[config.mk]
export PLATFORM = sky130hd
export DESIGN_NAME = rf_scoreboard
export DESIGN_NICKNAME = d
export VERILOG_FILES = /design/src/rtl/rf_scoreboard.sv
export SDC_FILE = /design/constraint.sdc
export NUM_CORES = 1
export LEC_CHECK = 0
export ABC_AREA = 1
export BUFFER_PORTS_ARGS = -buffer_cell sky130_fd_sc_hd__buf_2
export CAP_MARGIN = 25
export CORE_ASPECT_RATIO = 1.25
export CORE_MARGIN = 1
export CORE_UTILIZATION = 40
export CTS_BUF_LIST = sky130_fd_sc_hd__clkbuf_2 sky130_fd_sc_hd__clkbuf_4 sky130_fd_sc_hd__clkbuf_8
export DETAILED_ROUTE_END_ITERATION = 6
export PLACE_DENSITY = 0.69
export SLEW_MARGIN = 20
export SYNTH_ARGS = -nofsm -noshare
export SYNTH_HDL_FRONTEND = slang
export SYNTH_SLANG_ARGS = --single-unit
[constraint.sdc]
create_clock -name clk -period 3.75 [get_ports clk]
set_input_delay 0.1875 -clock clk [delete_from_list [all_inputs] [get_ports clk]]
set_output_delay 0.1875 -clock clk [all_outputs]
set_load 0.02 [all_outputs]
[src/rtl/rf_scoreboard.sv]
// Register-file scoreboard: one busy bit per architectural register plus an
// in-flight write counter, stalling issue on RAW, WAW and capacity hazards.
module rf_scoreboard #(
    parameter int unsigned MAX_INFLIGHT = 4,
    parameter int unsigned CNT_W        = 3
) (
    input  logic             clk,
    input  logic             rst_n,
    input  logic             flush,
    input  logic             issue_valid,
    input  logic [4:0]       issue_rs,
    input  logic [4:0]       issue_rt,
    input  logic             issue_use_rs,
    input  logic             issue_use_rt,
    input  logic             issue_we,
    input  logic [4:0]       issue_rd,
    input  logic             wb_valid,
    input  logic [4:0]       wb_rd,
    output logic             stall,
    output logic             issue_fire,
    output logic [31:0]      busy_mask,
    output logic [CNT_W-1:0] inflight_cnt,
    output logic             spurious_wb
);

    logic [31:0]      busy_q, busy_d;
    logic [CNT_W-1:0] cnt_q, cnt_d;
    logic             spur_q, spur_d;

    logic [31:0]      wb_clr;
    logic [31:0]      eff_busy;
    logic             any_clr;
    logic             raw, waw, full, set;
    logic [CNT_W-1:0] cnt_after_wb;

    // Per-register clear and next-state; register 0 is hard-wired idle.
    generate
        for (genvar gi = 0; gi < 32; gi++) begin : g_reg
            if (gi == 0) begin : g_zero
                assign wb_clr[gi] = 1'b0;
                assign busy_d[gi] = 1'b0;
            end else begin : g_nz
                assign wb_clr[gi] = wb_valid & (wb_rd == 5'(gi)) & busy_q[gi];
                always_comb begin
                    busy_d[gi] = busy_q[gi];
                    if (flush)
                        busy_d[gi] = 1'b0;
                    else if (set && (issue_rd == 5'(gi)))
                        busy_d[gi] = 1'b1;
                    else if (wb_clr[gi])
                        busy_d[gi] = 1'b0;
                end
            end
        end
    endgenerate

    // Write-back is visible to hazard checks in the same cycle because the
    // register file writes through.
    assign eff_busy = busy_q & ~wb_clr;
    assign any_clr  = |wb_clr;

    always_comb begin
        cnt_after_wb = cnt_q - CNT_W'(any_clr);
        raw  = (issue_use_rs & eff_busy[issue_rs]) | (issue_use_rt & eff_busy[issue_rt]);
        waw  = issue_we & (issue_rd != 5'd0) & eff_busy[issue_rd];
        full = issue_we & (issue_rd != 5'd0) & (cnt_after_wb >= CNT_W'(MAX_INFLIGHT));
        stall      = issue_valid & (raw | waw | full);
        issue_fire = issue_valid & ~stall & ~flush;
        set        = issue_fire & issue_we & (issue_rd != 5'd0);

        cnt_d = flush ? '0 : (cnt_q + CNT_W'(set) - CNT_W'(any_clr));
        spur_d = wb_valid & (wb_rd != 5'd0) & ~busy_q[wb_rd] & ~flush;
    end

    always_ff @(posedge clk or negedge rst_n) begin
        if (!rst_n) begin
            busy_q <= '0;
            cnt_q  <= '0;
            spur_q <= 1'b0;
        end else begin
            busy_q <= busy_d;
            cnt_q  <= cnt_d;
            spur_q <= spur_d;
        end
    end

    assign busy_mask    = busy_q;
    assign inflight_cnt = cnt_q;
    assign spurious_wb  = spur_q;

endmodule

; Word-level counts from Yosys, hierarchy flattened
; Index checks and enable logic that the tools add are counted.
[totals]
register_bits = 35
in_bits = 28
out_inout_bits = 38
[op_classes]
n_addsub = 3
order_cmp = 5
eq_ne = 62
mux = 102
n_bitwise = 83
n_reduce_logical = 65
[op_table]
columns = cell, count
row1 = 5-bit equality test (second input constant), 32
row2 = 1-bit two-way mux, 97
row3 = 3-bit nonzero test, 31
row4 = 5-bit by 4-bit equality test with 1-bit output (second input constant), 16
row5 = 1-bit AND, 75
row6 = 5-bit by 3-bit equality test with 1-bit output (second input constant), 8
row7 = 32-bit AND, 1
row8 = 32-bit NOT, 1
row9 = 1-bit logical AND, 31
row10 = 31-bit OR reduction, 1
row11 = 5-bit by 6-bit less-than comparator with 1-bit output (second input constant), 4
row12 = 1-bit binary-select mux with 5-bit select, 4
row13 = 5-bit by 2-bit equality test with 1-bit output (second input constant), 4
row14 = 5-bit by 1-bit equality test with 1-bit output (second input constant), 2
row15 = 5-bit nonzero test, 2
row16 = 3-bit by 1-bit subtractor with 3-bit output, 2
row17 = 3-bit by 1-bit adder with 3-bit output, 1
row18 = 3-bit greater-or-equal comparator (second input constant), 1
row19 = 3-bit two-way mux, 1
row20 = 1-bit NOT, 3
row21 = 1-bit OR, 3

; Longest topological paths before layout
; Gate-level depths: netlist of the first run.
[logic_depth]
word_depth = 20
mapped_depth = 24
mapped_depth_nobuf = 23

; Least setup slack after synthesis of the first run
; No wires, ideal clock.
[synth_timing]
path_kind = in2reg
start = input port wb_rd[1]
end = register cnt_q[2] (netlist: inflight_cnt[2])
t_arrival_ps = 2712
required_ps = 3632
path_slack_ps = 919
path_stages = 22
n_path_buf = 2
path_cell_list = nor2_1 buf_2 nand3_1 nand2_1 nand2_1 nand2_1 nor2_1 o21a_1 nand2_1 nand2_1 nor2_1 nor2_1 nor2_4 buf_4 nand3_1 ha_1 inv_1 ha_1 inv_1 fa_1 xor2_1 nor2_1
[synth_via]
elab_chain_cells = 20
elab_cells_between_ends = 120
[synth_lines]
columns = element, line_no
row1 = from (decl), 18  ; input logic [4:0] wb_rd,
row2 = "parallel branches: the longest is 18 deep, another holds 3-bit by 1-bit subtractor with 3-bit output", --
row3 = 3-bit by 1-bit subtractor with 3-bit output (*), 71  ; cnt_d = flush ? '0 : (cnt_q + CNT_W'(set) - CNT_W'(any_clr));
row4 = 3-bit two-way mux (*), 71
row5 = named net cnt_d[2], 27  ; logic [CNT_W-1:0] cnt_q, cnt_d;
row6 = to (signal assigned), 82  ; cnt_q <= cnt_d;
row7 = to (decl), 27
; Mark *: on every way through the listed nets, which the timed path passes. The select of a mux whose other input is x is not followed.
; A chain may end at the register's enable or synchronous reset.

; Worst setup path in the final report of the first run
[layout_timing]
start = register busy_q[8] (netlist: busy_mask[8])
end = register cnt_q[2] (netlist: inflight_cnt[2])
[layout_via]
elab_chain_cells = 18
elab_cells_between_ends = 28
[layout_lines]
columns = element, line_no
row1 = from (decl), 26  ; logic [31:0] busy_q, busy_d;
row2 = from (signal assigned), 81  ; busy_q <= busy_d;
row3 = "parallel branches: the longest is 16 deep, another holds 3-bit by 1-bit subtractor with 3-bit output", --
row4 = 3-bit by 1-bit subtractor with 3-bit output (*), 71
row5 = 3-bit two-way mux (*), 71
row6 = named net cnt_d[2], 27
; Marked as above.

==> results of run 1 <==
[layout by cell type, fill, tap and decap left out, types with 2 or more instances in the layout]
cell type,synthesis,routed
nand2_1,192,192
nand3_1,192,192
nor2_1,71,70
buf_2,9,64
inv_1,41,41
dfrtp_1,35,35
nand4_1,32,32
nor3_1,17,17
buf_4,4,13
a22oi_1,12,12
a21oi_1,9,9
clkbuf_8,0,6
nor2_2,2,3
clkinv_1,2,2
nor4_1,2,2
ha_1,2,2
[metrics by stage]
stage	total power (µW)	std cells	worst slack [ns]	hold slack, ns	utilization (%)
2_1_floorplan	551	653	0.919	-0.108	-
3_3_place_gp	628	819	0.610	0.321	46.8
3_5_place_dp	632	819	0.473	0.346	46.8
4_1_cts	931	826	0.799	0.0131	47.8
5_1_grt	974	826	0.379	0.0349	47.8
6_report	929	826	0.731	-0.0222	47.8
[per-layer routing]
metal / vias to the layer above / track usage (%) / share of wire, %
met5: - / 0 / 0
met4: 0 / 14.5 / 3.6
met3: 60 / 5.63 / 9.4
met2: 331 / 54.5 / 48
met1: 2281 / 40.8 / 39
li1: 2327 / - / -
[worst register-to-register path: cells and delay by family (launching register included)]
| kind | cells | cell delay, ns |
|---|---|---|
| AND/OR/NAND/NOR | 14 | 1.38 |
| adder cells (fa/ha/maj) | 3 | 0.76 |
| flip-flops | 1 | 0.36 |
| buffers and inverters | 3 | 0.27 |
| XOR/XNOR | 1 | 0.17 |
[final timing paths]
kind	cells after the start	slack, ns	to	startpoint
max	21	0.73	inflight_cnt[2]$_DFF_PN0_	busy_mask[8]$_DFFE_PN0P_
min	1	-0.02	busy_mask[4]$_DFFE_PN0P_	rst_n
max reg2reg	21	0.73	inflight_cnt[2]$_DFF_PN0_	busy_mask[8]$_DFFE_PN0P_
min reg2reg	2	0.65	busy_mask[14]$_DFFE_PN0P_	busy_mask[14]$_DFFE_PN0P_
max in group asynchronous	1	3.24	busy_mask[10]$_DFFE_PN0P_	rst_n
min in group clk	2	0.13	inflight_cnt[0]$_DFF_PN0_	flush
[final cells by class]
cell class / instances / area [µm²]
Sequential cell: 35 / 876
Tap cell: 120 / 150
Clock buffer: 6 / 82.6
Multi-Input combinational cell: 543 / 2530
Fill cell: 970 / 4620
Clock inverter: 1 / 5.00
Timing Repair Buffer: 77 / 418
Inverter: 44 / 165
[state kept, by name, summed over array words and instances (netlist names)]
name,flops
busy_mask,31
inflight_cnt,3
spurious_wb,1
[power by group]
group	internal [µW]	switching, µW
sequential	380	4.41
clock	144	154
combinational	62.7	184
[logic make-up (layout without fill, tap and decap cells)]
| group | Yosys count | count (layout) | synth area share, % |
|---|---|---|---|
| simple gates | 511 | 511 | 61.6 |
| other cells | 1 | 1 | 0.101 |
| flops | 35 | 35 | 23.6 |
| fa+ha+maj | 3 | 3 | 1.21 |
| buf+inv | 75 | 128 | 8.30 |
| xor+xnor | 2 | 2 | 0.473 |
| compound gates | 26 | 26 | 4.69 |
==> qor.csv, run 1 <==
metric,value,unit
crit path kind,register to register,
setup tns final,0,ns
final WL,15000,µm
first drt pass iteration count,7,
Startpoint Class,register,
hold_ws,-0.0222,ns
Post-CTS Repair Setup Buffers,0,
Core Footprint,0.00884,mm²
die area,0.00966,mm²
I/O Buffers,64,
max cap viols,0,
"slowest stage delay, CP",0.40,ns
post-synth top area share,25.9,%
# rows,38,
Final Hold Fails,35,
syn avg cell area,5.68,µm²
vias in the first global route,4740,
top_reg_cell synth,dfrtp_1,
hold crit path type,input port to async pin,
peak supply drop,149,µV
most frequent cells after synthesis,"nand2_1 (192), nand3_1 (192), nor2_1 (71)",
gr ovfl total,0,
Residual DRC,0,
cells after synthesis,653,
Inserted Diodes,0,
share of layout cells above drive strength 1,12.6,%
Synth Net Count,684,
Chip Height,110,µm
part of the cycle the worst path needs,80.5,%
io pins,66,
die width,88.1,µm
drt initial violations,706,
largest net degree at the start of global routing,36,
cell family with most CP delay,simple AND/OR/NAND/NOR gates,
CTS Buf Count,5,
peak fanout along the critical path,7,
design area,0.00422,mm²
Fin Clk Skew,0.00877,ns
Max Fclk,0.331,GHz
minimum clock period,3.02,ns
GRT Total Usage,32.6,%
WP buf/inv,3,
"Slowest-stage cell, CP",fa_1,
total number of vias,4999,
Synth area leaders,"nand3_1 (26%), dfrtp_1 (24%), nand2_1 (19%)",
fin nets,737,
first-pass GRT wire length,24000,µm
failing checks,negative hold slack,
Max Slew Vio Count,0,
Final Wtd Congestion,0.993,
"Distinct cells, synth",30,
clk_lat worst skew,0.31,ns
CP Capture Type,register,
CTS tree,done,
synthesized area,0.00371,mm²
# hold bufs at CTS,0,
CP required,3.99,ns
initial antenna violation count,0,
placed instance area,0.00414,mm²
Critical Path AT,3.26,ns
Crit path top cell by count,nand2_1,
Tightest Pin Transition,0.840,ns
status,"finished, violations left",
clk slew on worst S/H paths,0.08,ns
slew margin rel.,44.0,%
DR vias/cell,6.05,
most area-hungry cell type in the Yosys netlist,nand3_1,
Async SR Flop Fraction,100,%
clk sinks,35,
clock buffer depth,2,
Pleak,0.00215,µW
Yosys reg bits,35,
H-Tree Depth,2,
Root Buffer,clkbuf_8,
# setup viols final,0,
"Seq/Total Area, Yosys",23.6,%
Pwr Density,220,mW/mm²
unrepaired setup endpoints after global routing,false,
Starting Density,41.9,%
Layout area overhead,13.9,%
Post-synth EDFFs,0,
DR WL/cell,18.2,µm
"antenna viol nets, final",0,
post-DP HPWL,11200,µm
CP cell instances,buf_4 > nand3_1 > nand2_1 > nor2_1 > nand2_1 > nor2_1 > nand2_1 > nand2_1 > nand2_1 > nand2_1 > nor2_1 > nor2_1 > nor2_4 > nand3_1 > ha_1 > inv_1 > ha_1 > inv_1 > fa_1 > xor2_1 > nor2_1,
yosys warns,0,
Resize count post-CTS,0,
No activity file was read; power rests on OpenSTA's default activity.
==> run 2: changes to the inputs <==
ABC_AREA = 0   (was 1)
clock period = 2.9 ns   (was 3.75 ns; I/O delays follow)
==> run 2 against run 1 <==
The run ends with negative setup slack left; non-clock buffer count is 162 higher; total power rose by 61%; utilization is 10 points higher; first-iteration DRC count is 28% lower; cell count rose by 1.6%; clock skew shrank 0.0012 ns; global-route usage grew 3.9 points; critical path depth down 6; clock power is 27% higher; sequential share of layout area is 5.8 points lower; worst setup slack lost 1.5 ns; critical endpoint unchanged; largest cell class unchanged.
==> qor.csv, run 2 <==
metric,value,unit,change
clock buffer depth,2,,unchanged
cells after synthesis,514,,was 653
max cap viols,0,,unchanged
"Slowest-stage cell, CP",or4_1,,was fa_1
status,"finished, violations left",,unchanged
"Distinct cells, synth",78,,was 30
Startpoint Class,register,,unchanged
final critical-path setup slack,-0.779,ns,was 0.731 ns
post-DP HPWL,15300,µm,was 11200 µm
total number of vias,5540,,was 4999
DR WL/cell,23.3,µm,was 18.2 µm
Final Wtd Congestion,1.11,,was 0.993
die area,0.0111,mm²,was 0.00966 mm²
Final Hold Fails,0,,was 35
slew margin rel.,45.2,%,was 44.0%
vias in the first global route,5560,,was 4740
syn avg cell area,8.31,µm²,was 5.68 µm²
post-synth top area share,20.5,%,was 25.9%
initial antenna violation count,1,,was 0
# setup viols final,5,,was 0
final WL,19600,µm,was 15000 µm
Chip Height,118,µm,was 110 µm
max reg flops,31,,unchanged
"antenna viol nets, final",0,,unchanged
drt initial violations,510,,was 706
GRT Total Usage,36.5,%,was 32.6%
most frequent cells in the layout,"buf_4 (174), buf_2 (63), mux2i_1 (38), nor2_1 (32)",,"was nand2_1 (192), nand3_1 (192), nor2_1 (70), buf_2 (64), inv_1 (41)"
CTS tree,done,,unchanged
CP cell instances,mux2i_2 > nor3_1 > or4_1 > o31ai_1 > o211ai_1 > or4_1 > or2_1 > ha_1 > inv_1 > ha_1 > inv_1 > fa_2 > xor2_1 > xnor2_1 > nor2_1,,was buf_4 > nand3_1 > nand2_1 > nor2_1 > nand2_1 > nor2_1 > nand2_1 > nand2_1 > nand2_1 > nand2_1 > nor2_1 > nor2_1 > nor2_4 > nand3_1 > ha_1 > inv_1 > ha_1 > inv_1 > fa_1 > xor2_1 > nor2_1
unrepaired setup endpoints after global routing,true,,was false
RR Startpoint,busy_mask[28]$_DFFE_PN0P_,,was busy_mask[8]$_DFFE_PN0P_
crit path launch,busy_mask[28]$_DFFE_PN0P_,,was busy_mask[8]$_DFFE_PN0P_
Synth area leaders,"dfrtp_1 (21%), mux2i_1 (9.1%), o41ai_2 (7.2%)",,"was nand3_1 (26%), dfrtp_1 (24%), nand2_1 (19%)"
Pleak,0.00274,µW,was 0.00215 µW
failing checks,negative setup slack,,was negative hold slack
Pwr Density,251,mW/mm²,was 220 mW/mm²
synthesized area,0.00427,mm²,was 0.00371 mm²
Filler Cells Inserted,941,,was 970
peak supply drop,241,µV,was 149 µV
total power draw,1500,µW,was 929 µW
crit path kind,register to register,,unchanged
clk slew on worst S/H paths,0.08,ns,about the same
Layout area overhead,39.9,%,was 13.9%
first drt pass iteration count,7,,unchanged
"Seq/Total Area, Yosys",20.5,%,was 23.6%
most area-hungry cell type in the Yosys netlist,dfrtp_1,,was nand3_1
"count leader, synth",mux2i_1,,
yosys warns,0,,unchanged
Async SR Flop Fraction,100,%,unchanged
CP Capture Type,register,,unchanged
largest net degree at the start of global routing,36,,unchanged
clk_lat worst skew,0.31,ns,about the same
Critical Path AT,3.87,ns,was 3.26 ns
die width,94.4,µm,was 88.1 µm
hold_ws,0.144,ns,was -0.0222 ns
Starting Density,41.6,%,was 41.9%
fin nets,739,,was 737
design area,0.00597,mm²,was 0.00422 mm²
Multi-input gate area,0.00312,mm²,was 0.00253 mm²
top_reg_cell synth,dfrtp_1,,unchanged
most frequent cells after synthesis,"mux2i_1 (39), dfrtp_1 (35), nor2_1 (32)",,"was nand2_1 (192), nand3_1 (192), nor2_1 (71)"
Core Footprint,0.0103,mm²,was 0.00884 mm²
"slowest stage delay, CP",0.49,ns,was 0.40 ns
placed instance area,0.00579,mm²,was 0.00414 mm²
"commonest non-fill, non-tap cell in the layout",buf_4,,
Max Fclk,0.272,GHz,was 0.331 GHz
Synth Net Count,545,,was 684
first-pass GRT wire length,30400,µm,was 24000 µm
H-Tree Depth,2,,unchanged
Fin Clk Skew,0.00753,ns,was 0.00877 ns
Tightest Pin Transition,0.822,ns,was 0.840 ns
Root Buffer,clkbuf_8,,unchanged
CP required,3.09,ns,was 3.99 ns
gr ovfl total,0,,unchanged
CTS Buf Count,5,,unchanged
clk sinks,35,,unchanged
"Core Util, Final",58.2,%,was 47.8%
Worst Hold Launch,flush,,
part of the cycle the worst path needs,127,%,was 80.5%
Reg area,891,µm²,was 876 µm²
peak fanout along the critical path,2,,was 7
# rows,41,,was 38
minimum clock period,3.68,ns,was 3.02 ns
I/O Buffers,64,,unchanged
Yosys reg bits,35,,unchanged
DR vias/cell,6.60,,was 6.05
Residual DRC,0,,unchanged
hold crit path type,input port to register,,was input port to async pin
Max Slew Vio Count,0,,unchanged
Post-synth EDFFs,0,,unchanged
io pins,66,,unchanged
share of layout cells above drive strength 1,43.3,%,was 12.6%
[run 2: changes by cell type after synthesis, sizes merged, moves of 16 or more]
cell	previous run	this run
nand3	192	25
nand2	192	26
nor2	74	32
mux2i	0	39
o21ai	1	31
inv	42	14
nand2b	0	22
o41ai	1	21
o211ai	0	18
nand4	32	16
[run 2: layout make-up]
class | count | area share [%]
antenna | 1 | 0.0419
clock buffer | 7 | 1.40
clock inverter | 1 | 0.0838
inverter | 17 | 1.07
multi-input combinational | 410 | 52.3
sequential | 35 | 14.9
tap | 129 | 2.70
timing repair buffer | 239 | 27.5
[run 2: per-stage QoR]
stage          std cells  setup TNS (ns)  setup WS, ns
3_3_place_gp         826           -1.67        -0.780
3_5_place_dp         826           -1.80        -0.805
4_1_cts              836           -1.48        -0.712
5_1_grt              838           -2.34        -0.903
6_report             839           -1.79        -0.779
2_1_floorplan        514           -1.66        -0.764
[run 2: critical path: cells and delay by family (launching register included)]
family,cells,cell delay [ns]
XOR/XNOR,2,0.30
buffers and inverters,2,0.11
AO/OA/AOI/OAI,2,0.43
adder cells (fa/ha/maj),3,0.74
AND/OR/NAND/NOR,5,1.34
multiplexers,1,0.19
flip-flops,1,0.45
[run 2: per-layer routing]
layer | wire, µm | track usage, % | part of all wire (%) | vias to the layer above
li1 | - | - | - | 2392
met1 | 6910 | 41.8 | 35 | 2606
met2 | 8910 | 55.5 | 46 | 410
met3 | 1870 | 9.17 | 9.6 | 132
met4 | 1860 | 31.3 | 9.5 | 0
met5 | 0 | 0 | 0 | -
[run 2: where the power goes]
part | switching [µW] | internal, µW
registers | 19.7 | 503
logic | 348 | 251
clock network | 190 | 187
total | 557 | 941
[run 2: path summary, 6_finish.rpt]
| path | to | slack, ns | depth (start not counted) |
|---|---|---|---|
| worst min-delay path | inflight_cnt[1]$_DFF_PN0_ | 0.14 | 2 |
| worst min register to register | busy_mask[3]$_DFFE_PN0P_ | 0.67 | 2 |
| worst max-delay path | inflight_cnt[2]$_DFF_PN0_ | -0.78 | 15 |
| min in group asynchronous | busy_mask[22]$_DFFE_PN0P_ | 0.48 | 2 |
| worst max register to register | inflight_cnt[2]$_DFF_PN0_ | -0.78 | 15 |
| max in group asynchronous | busy_mask[12]$_DFFE_PN0P_ | 1.85 | 2 |
[run 2: cell families (layout without fill, tap and decap cells)]
kind of cell	after synthesis	count (layout)	synth area share, %
DFF	35	35	20.5
AOI/OAI and AO/OA	142	142	27.4
adders and majority gates	3	3	1.05
and+or+nand+nor	206	206	28.1
other	1	2	0.0878
xor gates and xnor gates	8	8	1.64
buffers and inverters	69	264	7.62
muxes	50	50	13.6
[run 2: what timing repair did]
item | 4_1_cts | 5_1_grt
endpoints found under the setup margin | 5 | 35
hold endpoints to repair | 35 | 0
hold buffers | 1 | 0
resized for setup | 6 | 8
cloned | 0 | 0
pin swaps | 5 | 1
setup buffers | 3 | 3
==> run 3: changes to the inputs <==
SETUP_SLACK_MARGIN = 0.4   (was unset)
==> run 3 against run 2 <==
Sequential power barely moved; final area grew 9.6%; critical path type unchanged; non-clock buffer count grew 19; critical endpoint unchanged; utilization increased by 5.6 points; cell count is 2.1% higher; the run still ends with negative setup slack left; routed wire length rose by 9.1%; die area unchanged; maximum frequency is 0.24% higher; hold slack got worse by 0.049 ns; total power is 10% higher; first-iteration DRC count rose by 4.1%.
==> qor.csv, run 3 (synthesis results as in run 2) <==
metric,value,unit,change
"Slowest-stage cell, CP",mux4_2,,was or4_1
post-place setup slack,-0.911,ns,was -0.805 ns
# setup viols final,14,,was 5
cell family with most CP delay,adder cells,,was simple AND/OR/NAND/NOR gates
clock buffer depth,2,,unchanged
final critical-path setup slack,-0.770,ns,was -0.779 ns
io pins,66,,unchanged
Startpoint Class,register,,unchanged
hold_ws,0.0947,ns,was 0.144 ns
Core Footprint,0.0103,mm²,unchanged
slew margin rel.,27.1,%,was 45.2%
CP Capture Type,register,,unchanged
most frequent cells in the layout,"buf_4 (186), buf_2 (62), mux2i_1 (35), nor2_1 (32), dfrtp_1 (26)",,"was buf_4 (174), buf_2 (63), mux2i_1 (38), nor2_1 (32)"
setup tns final,-2.04,ns,was -1.79 ns
Pwr Density,252,mW/mm²,was 251 mW/mm²
clk sinks,35,,unchanged
initial antenna violation count,0,,was 1
gr ovfl total,0,,unchanged
Fin Clk Skew,0.00571,ns,was 0.00753 ns
die width,94.4,µm,unchanged
Root Buffer,clkbuf_8,,unchanged
Filler Cells Inserted,890,,was 941
first drt pass iteration count,5,,was 7
"Core Util, Final",63.8,%,was 58.2%
max cap viols,0,,unchanged
Starting Density,41.6,%,unchanged
DR WL/cell,24.9,µm,was 23.3 µm
total number of vias,5727,,was 5540
minimum clock period,3.67,ns,was 3.68 ns
final WL,21300,µm,was 19600 µm
vias in the first global route,5644,,was 5560
I/O Buffers,64,,unchanged
Inserted Diodes,0,,was 1
Final Hold Fails,0,,unchanged
first-pass GRT wire length,31700,µm,was 30400 µm
WP buf/inv,2,,unchanged
design area,0.00655,mm²,was 0.00597 mm²
crit path kind,register to register,,unchanged
fin nets,758,,was 739
Chip Height,118,µm,unchanged
CTS Buf Count,5,,unchanged
clk_lat worst skew,0.31,ns,about the same
Layout area overhead,53.3,%,was 39.9%
placed instance area,0.00594,mm²,was 0.00579 mm²
Residual DRC,0,,unchanged
largest net degree at the start of global routing,36,,unchanged
R2R setup slack,-0.77,ns,was -0.78 ns
Pleak,0.00301,µW,was 0.00274 µW
"antenna viol nets, final",0,,unchanged
failing checks,negative setup slack,,unchanged
CTS tree,done,,unchanged
"slowest stage delay, CP",0.51,ns,was 0.49 ns
CP cell instances,mux4_2 > a211o_1 > o31ai_4 > o211ai_1 > or4_4 > or2_1 > ha_1 > inv_1 > ha_1 > inv_1 > fa_2 > xor2_2 > xnor2_1 > nor2_1,,was mux2i_2 > nor3_1 > or4_1 > o31ai_1 > o211ai_1 > or4_1 > or2_1 > ha_1 > inv_1 > ha_1 > inv_1 > fa_2 > xor2_1 > xnor2_1 > nor2_1
die area,0.0111,mm²,unchanged
Tightest Pin Transition,1.09,ns,was 0.822 ns
unrepaired setup endpoints after global routing,true,,unchanged
max reg flops,31,,unchanged
clk slew on worst S/H paths,0.07,ns,was 0.08 ns
Final Wtd Congestion,1.06,,was 1.11
DR vias/cell,6.68,,was 6.60
Multi-input gate area,0.00342,mm²,was 0.00312 mm²
GRT Total Usage,38.2,%,was 36.5%
H-Tree Depth,2,,unchanged
share of layout cells above drive strength 1,47.4,%,was 43.3%
drt initial violations,531,,was 510
Critical Path AT,3.87,ns,about the same
Reg area,887,µm²,was 891 µm²
hold crit path type,input port to register,,unchanged
peak supply drop,241,µV,about the same
peak fanout along the critical path,2,,unchanged
Max Slew Vio Count,0,,unchanged
status,"finished, violations left",,unchanged
Max Fclk,0.272,GHz,about the same
"commonest non-fill, non-tap cell in the layout",buf_4,,unchanged
part of the cycle the worst path needs,127,%,about the same
CP required,3.10,ns,was 3.09 ns
# rows,41,,unchanged
post-DP HPWL,15800,µm,was 15300 µm
==> run 3: cell count changes in the layout (fill, tap and decap cells not counted), sizes merged <==
cell / previous run / this run
diode: 1 / 0
bufbuf: 0 / 1
clkbuf: 7 / 10
clkinv: 4 / 3
buf: 238 / 254
==> run 3: worst paths after layout <==
kind                                           start                   endpoint  depth (start not counted)
setup / recovery           busy_mask[15]$_DFFE_PN0P_  inflight_cnt[2]$_DFF_PN0_                         14
hold / removal                                 flush  inflight_cnt[2]$_DFF_PN0_                          2
setup reg to reg           busy_mask[15]$_DFFE_PN0P_  inflight_cnt[2]$_DFF_PN0_                         14
hold reg to reg            busy_mask[29]$_DFFE_PN0P_  busy_mask[29]$_DFFE_PN0P_                          3
max in group asynchronous                      rst_n  busy_mask[15]$_DFFE_PN0P_                          2
min in group asynchronous                      rst_n  busy_mask[18]$_DFFE_PN0P_                          2
==> run 3: through the flow <==
step,power [µW],instances
global route,1710,857
CTS,1590,854
floorplan,852,514
global placement,1110,838
detailed placement,1120,838
finish,1650,857
==> run 3: area by class of cell <==
cell class	instances	share of cell area, %
Clock buffer	8	1.59
Inverter	17	0.974
Multi-Input combinational cell	410	52.2
Sequential cell	35	13.5
Tap cell	129	2.46
Timing Repair Buffer	258	29.2
==> run 3: repair_timing <==
action	CTS	global route
hold buffers	1	0
resized for setup	34	23
setup buffers	5	1
endpoints found under the hold margin	35	0
cloned	2	2
setup endpoints to repair	36	36
pin swaps	4	10
==> run 3: report_power, final <==
part / internal (µW) / switching, µW
sequential: 502 / 20.7
combinational: 304 / 399
clock: 227 / 199
==> run 3: routing by layer <==
metal  track usage [%]  share of wire (%)  vias to the layer above
met2              61.3                 47                      395
met3              6.65                8.5                      142
met4              26.7                8.9                        0
met1              45.2                 36                     2766
li1                  -                  -                     2424
met5                 0                  0                        -
